**config.mk**
```make
export PLATFORM = sky130hd
export DESIGN_NAME = rr_mux4way
export DESIGN_NICKNAME = d
export VERILOG_FILES = /design/src/rtl/rr_mux4way_pkg.sv /design/src/rtl/rr_mux4way_arbiter.sv /design/src/rtl/rr_mux4way.sv
export SDC_FILE = /design/constraint.sdc
export NUM_CORES = 1
export LEC_CHECK = 0
export BUFFER_PORTS_ARGS = -buffer_cell sky130_fd_sc_hd__buf_2
export CELL_PAD_IN_SITES_DETAIL_PLACEMENT = 0
export CELL_PAD_IN_SITES_GLOBAL_PLACEMENT = 1
export CORE_ASPECT_RATIO = 0.75
export CORE_MARGIN = 8
export CORE_UTILIZATION = 32
export CTS_CLUSTER_SIZE = 40
export DETAILED_ROUTE_END_ITERATION = 16
export HOLD_SLACK_MARGIN = 0.15
export PLACE_DENSITY = 0.89
export SKIP_CTS_REPAIR_TIMING = 1
export SLEW_MARGIN = 25
export SYNTH_ARGS = -nofsm -noshare
export SYNTH_HDL_FRONTEND = slang
export SYNTH_SLANG_ARGS = --single-unit
```
**constraint.sdc**
```tcl
create_clock -name clk -period 3.2 [get_ports clk]
set_input_delay 0.32 -clock clk [delete_from_list [all_inputs] [get_ports clk]]
set_output_delay 0.32 -clock clk [all_outputs]
set_load 0.03 [all_outputs]
```
**src/rtl/rr_mux4way_pkg.sv**
```systemverilog
// Shared constants for the 4-way round-robin mux: source count, select width,
// pointer reset value and the output-register control state encoding.
package rr_mux4way_pkg;
    localparam int          N_SRC     = 4;
    localparam int          SEL_W     = 2;
    localparam logic [1:0]  PTR_RESET = 2'd3;

    typedef enum logic {
        ST_EMPTY = 1'b0,
        ST_FULL  = 1'b1
    } state_t;
endpackage

```
**src/rtl/rr_mux4way_arbiter.sv**
```systemverilog
// Purpose: 4-input round-robin arbiter, search starts one past the last grant.
// Latency: purely combinational.
// Backpressure: none; the caller qualifies the grant with its own load condition.
module rr_arbiter4
    import rr_mux4way_pkg::*;
(
    input  logic [N_SRC-1:0] req,
    input  logic [SEL_W-1:0] ptr,
    output logic [N_SRC-1:0] gnt,
    output logic [SEL_W-1:0] gnt_idx,
    output logic             any
);
    logic [SEL_W-1:0] idx;

    // Offset 4 wraps to ptr itself, so the last grantee has lowest priority.
    always_comb begin
        gnt     = '0;
        gnt_idx = ptr;
        any     = 1'b0;
        idx     = '0;
        for (int k = 1; k <= N_SRC; k++) begin
            idx = ptr + SEL_W'(k);
            if (!any && req[idx]) begin
                any     = 1'b1;
                gnt_idx = idx;
            end
        end
        if (any) gnt[gnt_idx] = 1'b1;
    end
endmodule

```
**src/rtl/rr_mux4way.sv**
```systemverilog
// Purpose: merges four valid/ready sources onto one registered output, round-robin; out_sel under RR_MUX4WAY_TAG_EN.
// Latency: one cycle from input handshake to out_valid; one beat per cycle sustained.
// Backpressure: register loads when empty or draining; otherwise all in_ready are held low.
module rr_mux4way
    import rr_mux4way_pkg::*;
#(
    parameter int WIDTH = 8
) (
    input  logic                   clk,
    input  logic                   reset,
    input  logic [N_SRC-1:0]       in_valid,
    input  logic [N_SRC*WIDTH-1:0] in_data,
    output logic [N_SRC-1:0]       in_ready,
    output logic                   out_valid,
    output logic [WIDTH-1:0]       out_data,
    input  logic                   out_ready
`ifdef RR_MUX4WAY_TAG_EN
    ,
    output logic [SEL_W-1:0]       out_sel
`endif
);
    state_t           state, state_nxt;
    logic [SEL_W-1:0] ptr;
    logic [N_SRC-1:0] gnt;
    logic [SEL_W-1:0] gnt_idx;
    logic             any;
    logic             load;
    logic             xfer;

    rr_arbiter4 u_arb (
        .req     (in_valid),
        .ptr     (ptr),
        .gnt     (gnt),
        .gnt_idx (gnt_idx),
        .any     (any)
    );

    assign load     = ~out_valid | out_ready;
    // Reset gates ready so no producer believes a beat was taken while the register is cleared.
    assign in_ready = (load && !reset) ? gnt : '0;
    assign xfer     = load & any;

    always_ff @(posedge clk or posedge reset) begin
        if (reset) state <= ST_EMPTY;
        else       state <= state_nxt;
    end

    always_comb begin
        state_nxt = state;
        case (state)
            ST_EMPTY: if (xfer) state_nxt = ST_FULL;
            ST_FULL:  if (out_ready && !xfer) state_nxt = ST_EMPTY;
            default:  state_nxt = ST_EMPTY;
        endcase
    end

    always_comb begin
        out_valid = (state == ST_FULL);
    end

    always_ff @(posedge clk or posedge reset) begin
        if (reset) begin
            ptr      <= PTR_RESET;
            out_data <= '0;
        end else if (xfer) begin
            ptr      <= gnt_idx;
            out_data <= in_data[gnt_idx*WIDTH +: WIDTH];
        end
    end

`ifdef RR_MUX4WAY_TAG_EN
    always_ff @(posedge clk or posedge reset) begin
        if (reset)     out_sel <= '0;
        else if (xfer) out_sel <= gnt_idx;
    end
`endif
endmodule

```
Word level (Yosys, flattened, before mapping)
Cells that the tools add are included.
{ "word_totals": {"reg_bits": 11, "in_bits": 39, "word_cells": 50} }
{ "op_classes": {"n_addsub": 3, "n_lt_le_gt_ge": 6, "shift": 1, "muxes": 23, "n_bitwise": 3, "n_reduce_logical": 11} }
{ "op_table": {"columns": ["cell", "count"], "rows": [
  ["$shiftx A32 B6 Y8", 1],
  ["$lt A2 B3 Y1 const B", 5],
  ["$mux W1", 11],
  ["$bmux W1 S2", 4],
  ["$mux W2", 4],
  ["$mux W4", 2],
  ["$logic_and A1 B1 Y1", 6],
  ["$logic_not A1 Y1", 5],
  ["$add A2 B2 Y2 const B", 2],
  ["$add A2 B1 Y2 const B", 1],
  ["$demux W1 S2", 1],
  ["$ge A2 B1 Y1 const B", 1],
  ["$pmux W1 S2", 1],
  ["$and A1 B1 Y1", 1],
  ["$not A1 Y1", 1],
  ["$or A1 B1 Y1", 1]
]} }

Depth between registers and ports, before layout
Gate-level depths: netlist of the first run.
{ "logic_depth": {"word_depth": 19, "mapped_depth": 7, "depth_no_buf": 5} }

Hierarchy
From an unflattened synthesis of the first run, not the netlist that was laid out.
{ "unflattened": {"hier_cells": 70, "area_unflattened_um2": 808.3} }
{ "modules_own_cells": {"columns": ["module", "instances", "cells_each", "area_each_um2"], "rows": [
  ["rr_mux4way", 1, 39, 633.1],
  ["rr_arbiter4", 1, 31, 175.2]
]} }

Worst setup path after synthesis of the first run
No wires, ideal clock.
{ "synth_timing": {"path_type": "reg-to-output", "from": "register ptr[1]", "to": "output port in_ready[2]", "t_arrival_ns": 1.818, "t_required_ns": 2.880, "setup_slack_ns": 1.062, "path_stages_with_launch": 6, "path_cell_list": "dfstp_2 buf_6 mux2i_1 o221ai_2 buf_6 nor3_1"} }
{ "synth_via": {"elab_chain_len": 19, "word_cells_on_any_way": 32, "classes_between": "add/sub: 3; order compare: 2; mux: 20; reduce/logical: 7"} }
{ "synth_lines": {"columns": ["element", "line_no", "text"], "rows": [
  ["from (decl)", "rr_mux4way.sv:23", "logic [SEL_W-1:0] ptr;"],
  ["from (signal assigned)", "rr_mux4way.sv:66", "ptr <= gnt_idx;"],
  ["$add A2 B1 Y2", "rr_mux4way_arbiter.sv:22", "idx = ptr + SEL_W'(k);"],
  ["$bmux W1 S2", "rr_mux4way_arbiter.sv:23", "if (!any && req[idx]) begin"],
  ["$mux W1 (implied by the code)", "rr_mux4way_arbiter.sv:23", null],
  ["$mux W1", "rr_mux4way_arbiter.sv:23", null],
  ["$logic_not A1 Y1", "rr_mux4way_arbiter.sv:23", null],
  ["$logic_and A1 B1 Y1", "rr_mux4way_arbiter.sv:23", null],
  ["$mux W1", "rr_mux4way_arbiter.sv:23", null],
  ["$logic_not A1 Y1", "rr_mux4way_arbiter.sv:23", null],
  ["[3 not listed]", null, null],
  ["$logic_and A1 B1 Y1", "rr_mux4way_arbiter.sv:23", null],
  ["$mux W2", "rr_mux4way_arbiter.sv:23", null],
  ["$lt A2 B3 Y1 (implied by the code) / $ge A2 B1 Y1 (equally long branches)", "rr_mux4way_arbiter.sv:28", "if (any) gnt[gnt_idx] = 1'b1;"],
  ["$logic_and A1 B1 Y1 (implied by the code)", "rr_mux4way_arbiter.sv:28", null],
  ["$mux W1 (implied by the code)", "rr_mux4way_arbiter.sv:28", null],
  ["$demux W1 S2", null, null],
  ["$mux W4 *", "rr_mux4way_arbiter.sv:28", null],
  ["$mux W4 *", "rr_mux4way.sv:40", "assign in_ready = (load && !reset) ? gnt : '0;"],
  ["to (decl)", "rr_mux4way.sv:13", "output logic [N_SRC-1:0] in_ready,"]
]} }
Every way passes the cells marked *; elsewhere a longest branch is shown, timed or not. The select of a mux whose other input is x is not followed.

Worst setup path in the final report of the first run
{ "layout_timing": {"from": "register ptr[1]", "to": "output port in_ready[0]"} }
Same word-level chain as after synthesis.

==> results of run 1 <==
## logic make-up after synthesis
kind of cell | Yosys count | synth area share
AOI/OAI and AO/OA | 15 | 0.228
and+or+nand+nor | 24 | 0.136
DFF | 11 | 0.342
muxes | 17 | 0.210
buffers and inverters | 10 | 0.0847
## tightest hold or removal path, cell delays in order
cell	delay, ns
buf_2	0.12
nor4_1	0.06
nand2_1	0.06
## state kept, by name, summed over array words and instances, names as in the netlist
register and count:
ptr 2, out_data 8, out_valid 1
## metal layers
metal	up-vias	wire length [um]	part of all wire	global-route usage
li1	392	-	-	-
met1	347	1090	0.46	0.134
met2	36	953	0.41	0.168
met3	2	287	0.12	0.0574
met4	0	16	0.0068	0.0340
met5	-	0	0	0
## final timing paths
kind | start | endpoint | slack, ns | cells after the start
setup / recovery | ptr[1]$_DFFE_PP1P_ | in_ready[0] | 0.85 | 6
hold / removal | in_valid[0] | out_valid$_DFF_PP0_ | 0.33 | 3
setup reg to reg | ptr[1]$_DFFE_PP1P_ | out_data[7]$_DFFE_PP0P_ | 1.06 | 5
hold reg to reg | out_data[6]$_DFFE_PP0P_ | out_data[6]$_DFFE_PP0P_ | 0.50 | 2
max in group asynchronous | reset | ptr[1]$_DFFE_PP1P_ | 2.23 | 3
min in group asynchronous | reset | out_data[2]$_DFFE_PP0P_ | 0.64 | 3
## cell usage in the layout (no fill, tap or decap), drive strengths merged
| cell type | count |
|---|---|
| nor4 | 1 |
| mux2i | 17 |
| a21oi | 3 |
| dlygate4sd3 | 1 |
| inv | 4 |
| a31oi | 1 |
| nor3 | 3 |
| nand2 | 13 |
| a22oi | 1 |
| o41ai | 1 |
| nand2b | 2 |
| nor2 | 3 |
| o221ai | 9 |
| clkbuf | 4 |
| buf | 53 |
| dfstp | 2 |
| or2 | 1 |
| nand3 | 1 |
| dfrtp | 9 |
## power by group
part           switching [mW]  internal (mW)
Clock                  0.0455         0.0481
Sequential             0.0334          0.186
Combinational           0.222          0.136
Total                   0.301          0.370
## final cells by class
type | instances | area [um^2] | share of cell area
multi-input cells | 56 | 465 | 0.420
flip-flops and latches | 11 | 278 | 0.251
clock buffers | 4 | 26.3 | 0.0237
inverters | 4 | 15.0 | 0.0136
well taps | 34 | 42.5 | 0.0384
repair buffers | 54 | 280 | 0.253
## metrics by stage
step / hold WS, ns / power [mW]
2_1_floorplan: 0.179 / 0.498
3_3_place_gp: 0.362 / 0.575
3_5_place_dp: 0.380 / 0.583
4_1_cts: 0.0894 / 0.679
5_1_grt: 0.341 / 0.716
6_report: 0.331 / 0.671
==> flow_metrics.py, run 1 <==
metrics = {
    "synth": {
        "syn_area_per_cell_um2": 10.5,
        "synth.top_cells.by_count": "mux2i_1 (17), nand2_1 (13), dfrtp_1 (9), o221ai_2 (9)",
        "synth_nets": 116,
        "ys_top_cells_by_area": "dfrtp_1 (28%), mux2i_1 (21%), o221ai_2 (17%), dfstp_2 (6.5%), nand2_1 (6.0%)",
        "yosysMostFrequentCell": "mux2i_1",
        "synth_edf_count": 0,
        "ys_warn_count": 0,
        "async_reset_ff_frac": 1.00,
        "netlist_instances": 77,
        "synth_top_area_share": 0.277,
        "ys_types": 21,
        "synth_largest_area_cell": "dfrtp_1",
        "ys.flop_type": "dfrtp_1",
        "synth_seq_area_share": 0.342,
        "synth_area_um2": 812,
        "ys_ff_latch": 11,
    },
    "timing": {
        "finClkSkew_ns": 0.00340,
        "setup_ws_ns": 0.846,
        "rsz0062_at_grt": "false",
        "finalCritPeriodShare": 0.736,
        "max_slew_margin": 0.585,
        "fmax_mhz": 425,
        "setup-violations-final": 0,
        "drv_slew": 0,
        "hold_viol_final": 0,
        "post-route-min-period_ns": 2.35,
        "tightestPinTransition_ns": 0.622,
        "setup_tns_ns": 0,
    },
    "power_and_ir_drop": {
        "vdd_drop_max_mv": 0.225,
        "cellPowerDensity_nw_per_um2": 606,
        "leakage_nw": 0.564,
    },
    "cts": {
        "numCtsBuffers": 3,
        "htreeDepth": 1,
        "clk_path_buf_depth": 2,
        "cts.sinks": 11,
        "cts_tree": "done",
        "cts-root-buf": "clkbuf_4",
        "clk_latency_ns": 0.26,
        "path_clk_slew_ns": 0.07,
    },
    "place": {
        "place_inst": 158,
        "io_buffers": 51,
        "gp_congestion": 0.747,
        "post-place-ws_ns": 0.995,
        "hpwlAfterDp_um": 1970,
        "place_area_um2": 1070,
    },
    "final_layout": {
        "utilization": 0.472,
        "fillCellCount": 227,
        "fin_nets": 169,
        "instances_no_fill": 163,
        "layout-drive-gt1-share": 0.550,
        "syn2layout_area_growth_pct": 36.4,
        "final_area_um2": 1110,
        "diodes": 0,
    },
    "grt": {
        "overflow": 0,
        "antenna_found_initial": 0,
        "grt_usage": 0.112,
        "grt_pass1_wl_um": 3810,
        "grt_pass1_vias": 871,
        "grt_max_degree": 13,
    },
    "setup_path": {
        "crit_path_cell_trace": "a21oi_1 -> a31oi_1 -> a21oi_1 -> or2_1 -> nor3_2 -> buf_2",
        "cp_max_fo": 10,
        "cpMostUsedCell": "a21oi_1",
        "cp.arrival_ns": 2.03,
        "cp_slowest_cell": "dfstp_2",
        "crit_path_start_kind": "flip-flop",
        "cp.required_ns": 2.88,
        "critPathBufInv": 1,
        "critical_path_class": "flip-flop to output pin",
        "end_kind": "output pin",
        "crit_family": "flip-flops",
        "critPathMaxStageDelay_ns": 0.60,
    },
    "floorplan": {
        "die_y_um": 59.6,
        "start_util": 0.346,
        "coreArea_um2": 2350,
        "die_area_um2": 4420,
        "io_pins": 52,
        "die_w_um": 74.2,
        "row_count": 15,
    },
    "route": {
        "initialDrtViolationCount": 11,
        "drt-vias-per-instance": 4.77,
        "drc": 0,
        "routed_wl_um": 2350,
        "wl_per_cell_um": 14.4,
        "num_vias": 777,
        "postRouteAntennaNets": 0,
        "firstDrtPassIters": 4,
    },
    "outcome": {
        "status": "complete, no violations",
    },
    "flow_run": {
        "max-cap-violations": 0,
    },
    "hold_path": {
        "hold_path.class": "input port to flip-flop",
    },
}
Power figures use the tool's default switching activity.
==> inputs of run 2 (changes only) <==
CORE_UTILIZATION = 27   (was 32)
PLACE_DENSITY = 0.8   (was 0.89)
clock period = 1.9 ns   (was 3.2 ns; I/O delays follow)
==> flow_metrics.py, run 2 (same netlist as run 1, synthesis figures left out) <==
metrics = {
    "cts": {
        "cts_tree": "done",
        "cts-root-buf": "clkbuf_8",
        "path_clk_slew_ns": 0.05,
        "clk_path_buf_depth": 2,
        "htreeDepth": 1,
        "numCtsBuffers": 3,
        "clk_latency_ns": 0.24,
        "cts.sinks": 11,
    },
    "floorplan": {
        "coreArea_um2": 2910,
        "die_y_um": 63.5,
        "die_area_um2": 5040,
        "row_count": 17,
        "io_pins": 52,
        "die_w_um": 79.3,
        "start_util": 0.279,
    },
    "flow_run": {
        "max-cap-violations": 0,
    },
    "timing": {
        "setup_tns_ns": -0.0466,
        "max_slew_margin": 0.701,
        "hold_ws_ns": 0.244,
        "hold_viol_final": 0,
        "rsz0062_at_grt": "true",
        "fmax_mhz": 519,
        "setup-violations-final": 3,
        "tightestPinTransition_ns": 0.443,
        "drv_slew": 0,
        "post-route-min-period_ns": 1.93,
        "finalCritPeriodShare": 1.01,
        "finClkSkew_ns": 0.00152,
        "setup_ws_ns": -0.0255,
    },
    "place": {
        "gp_congestion": 0.824,
        "post-place-ws_ns": 0.110,
        "io_buffers": 51,
        "hpwlAfterDp_um": 2150,
        "place_inst": 168,
        "place_area_um2": 1130,
    },
    "final_layout": {
        "fin_nets": 180,
        "final_common_cell": "buf_2",
        "instances_no_fill": 178,
        "final_area_um2": 1270,
        "largest_reg_flops": 8,
        "multi_input_area_um2": 504,
        "diodes": 0,
        "largest_register": "out_data",
        "layout-drive-gt1-share": 0.650,
        "final_cell_mix": "buf_2 (47), mux2i_1 (16), buf_4 (15)",
        "fillCellCount": 288,
        "syn2layout_area_growth_pct": 56.4,
        "regArea_um2": 278,
    },
    "grt": {
        "grt_max_degree": 12,
        "antenna_found_initial": 0,
        "overflow": 0,
        "grt_pass1_wl_um": 4100,
        "grt_pass1_vias": 910,
        "grt_usage": 0.103,
    },
    "power_and_ir_drop": {
        "leakage_nw": 0.626,
        "cellPowerDensity_nw_per_um2": 1050,
        "vdd_drop_max_mv": 0.485,
    },
    "setup_path": {
        "cp_max_fo": 6,
        "crit_family": "flip-flops",
        "cp.required_ns": 1.71,
        "critical_path_class": "flip-flop to output pin",
        "critPathMaxStageDelay_ns": 0.60,
        "critPathBufInv": 2,
        "crit_path_cell_trace": "buf_6 -> a31oi_4 -> a21oi_2 -> nand2b_1 -> nor3_2 -> buf_4",
        "cp_slowest_cell": "dfstp_2",
        "crit_path_start_kind": "flip-flop",
        "cp.arrival_ns": 1.74,
        "end_kind": "output pin",
    },
    "route": {
        "initialDrtViolationCount": 39,
        "wl_per_cell_um": 15.8,
        "firstDrtPassIters": 4,
        "drc": 0,
        "routed_wl_um": 2820,
        "num_vias": 869,
        "postRouteAntennaNets": 0,
        "drt-vias-per-instance": 4.88,
    },
    "outcome": {
        "violations": "setup timing",
        "status": "finished with violations",
    },
    "hold_path": {
        "hold_path.class": "input port to flip-flop",
    },
}
[run 2: cell types whose count changed in the layout (fill, tap and decap cells not counted), sizes merged]
cell,delta
buf,+11
[run 2: worst min-delay path, delay by kind of cell]
kind,cells,cell delay (ns)
buf+inv,1,0.13
simple gates,2,0.13
[run 2: worst paths after layout]
kind                                                end  slack, ns  depth (start not counted)               startpoint
min in group asynchronous       out_data[2]$_DFFE_PP0P_       0.56                          4                    reset
worst min-delay path                out_valid$_DFF_PP0_       0.24                          3              in_valid[0]
worst max register to register  out_data[2]$_DFFE_PP0P_       0.07                          6       ptr[1]$_DFFE_PP1P_
worst min register to register  out_data[4]$_DFFE_PP0P_       0.48                          2  out_data[4]$_DFFE_PP0P_
max in group asynchronous            ptr[1]$_DFFE_PP1P_       1.12                          4                    reset
worst max-delay path                        in_ready[2]      -0.03                          6       ptr[1]$_DFFE_PP1P_
[run 2: final cells by class]
cell class	count	area share
Clock buffer	4	0.0355
Sequential cell	11	0.219
Tap cell	38	0.0374
Multi-Input combinational cell	56	0.397
Inverter	4	0.0118
Timing Repair Buffer	65	0.300
[run 2: routing by layer]
metal	track usage	share of wire	up-vias
met4	0.0599	0.032	0
met2	0.176	0.49	43
met3	0.0510	0.11	9
li1	-	-	408
met1	0.0989	0.37	409
met5	0	0	-
[run 2: report_power, final]
group	internal, mW	total, mW	switching, mW	leakage [nW]
combinational	0.306	0.719	0.414	0.475
clock	0.148	0.241	0.0936	0.0228
sequential	0.314	0.367	0.0530	0.128
total	0.768	1.33	0.560	0.626
[run 2: per-stage QoR]
stage / util / total power [mW]
after floorplan: - / 0.841
after global placement: 0.386 / 0.989
after detailed placement: 0.386 / 1.01
after CTS: 0.402 / 1.26
after global routing: 0.436 / 1.41
final: 0.436 / 1.33
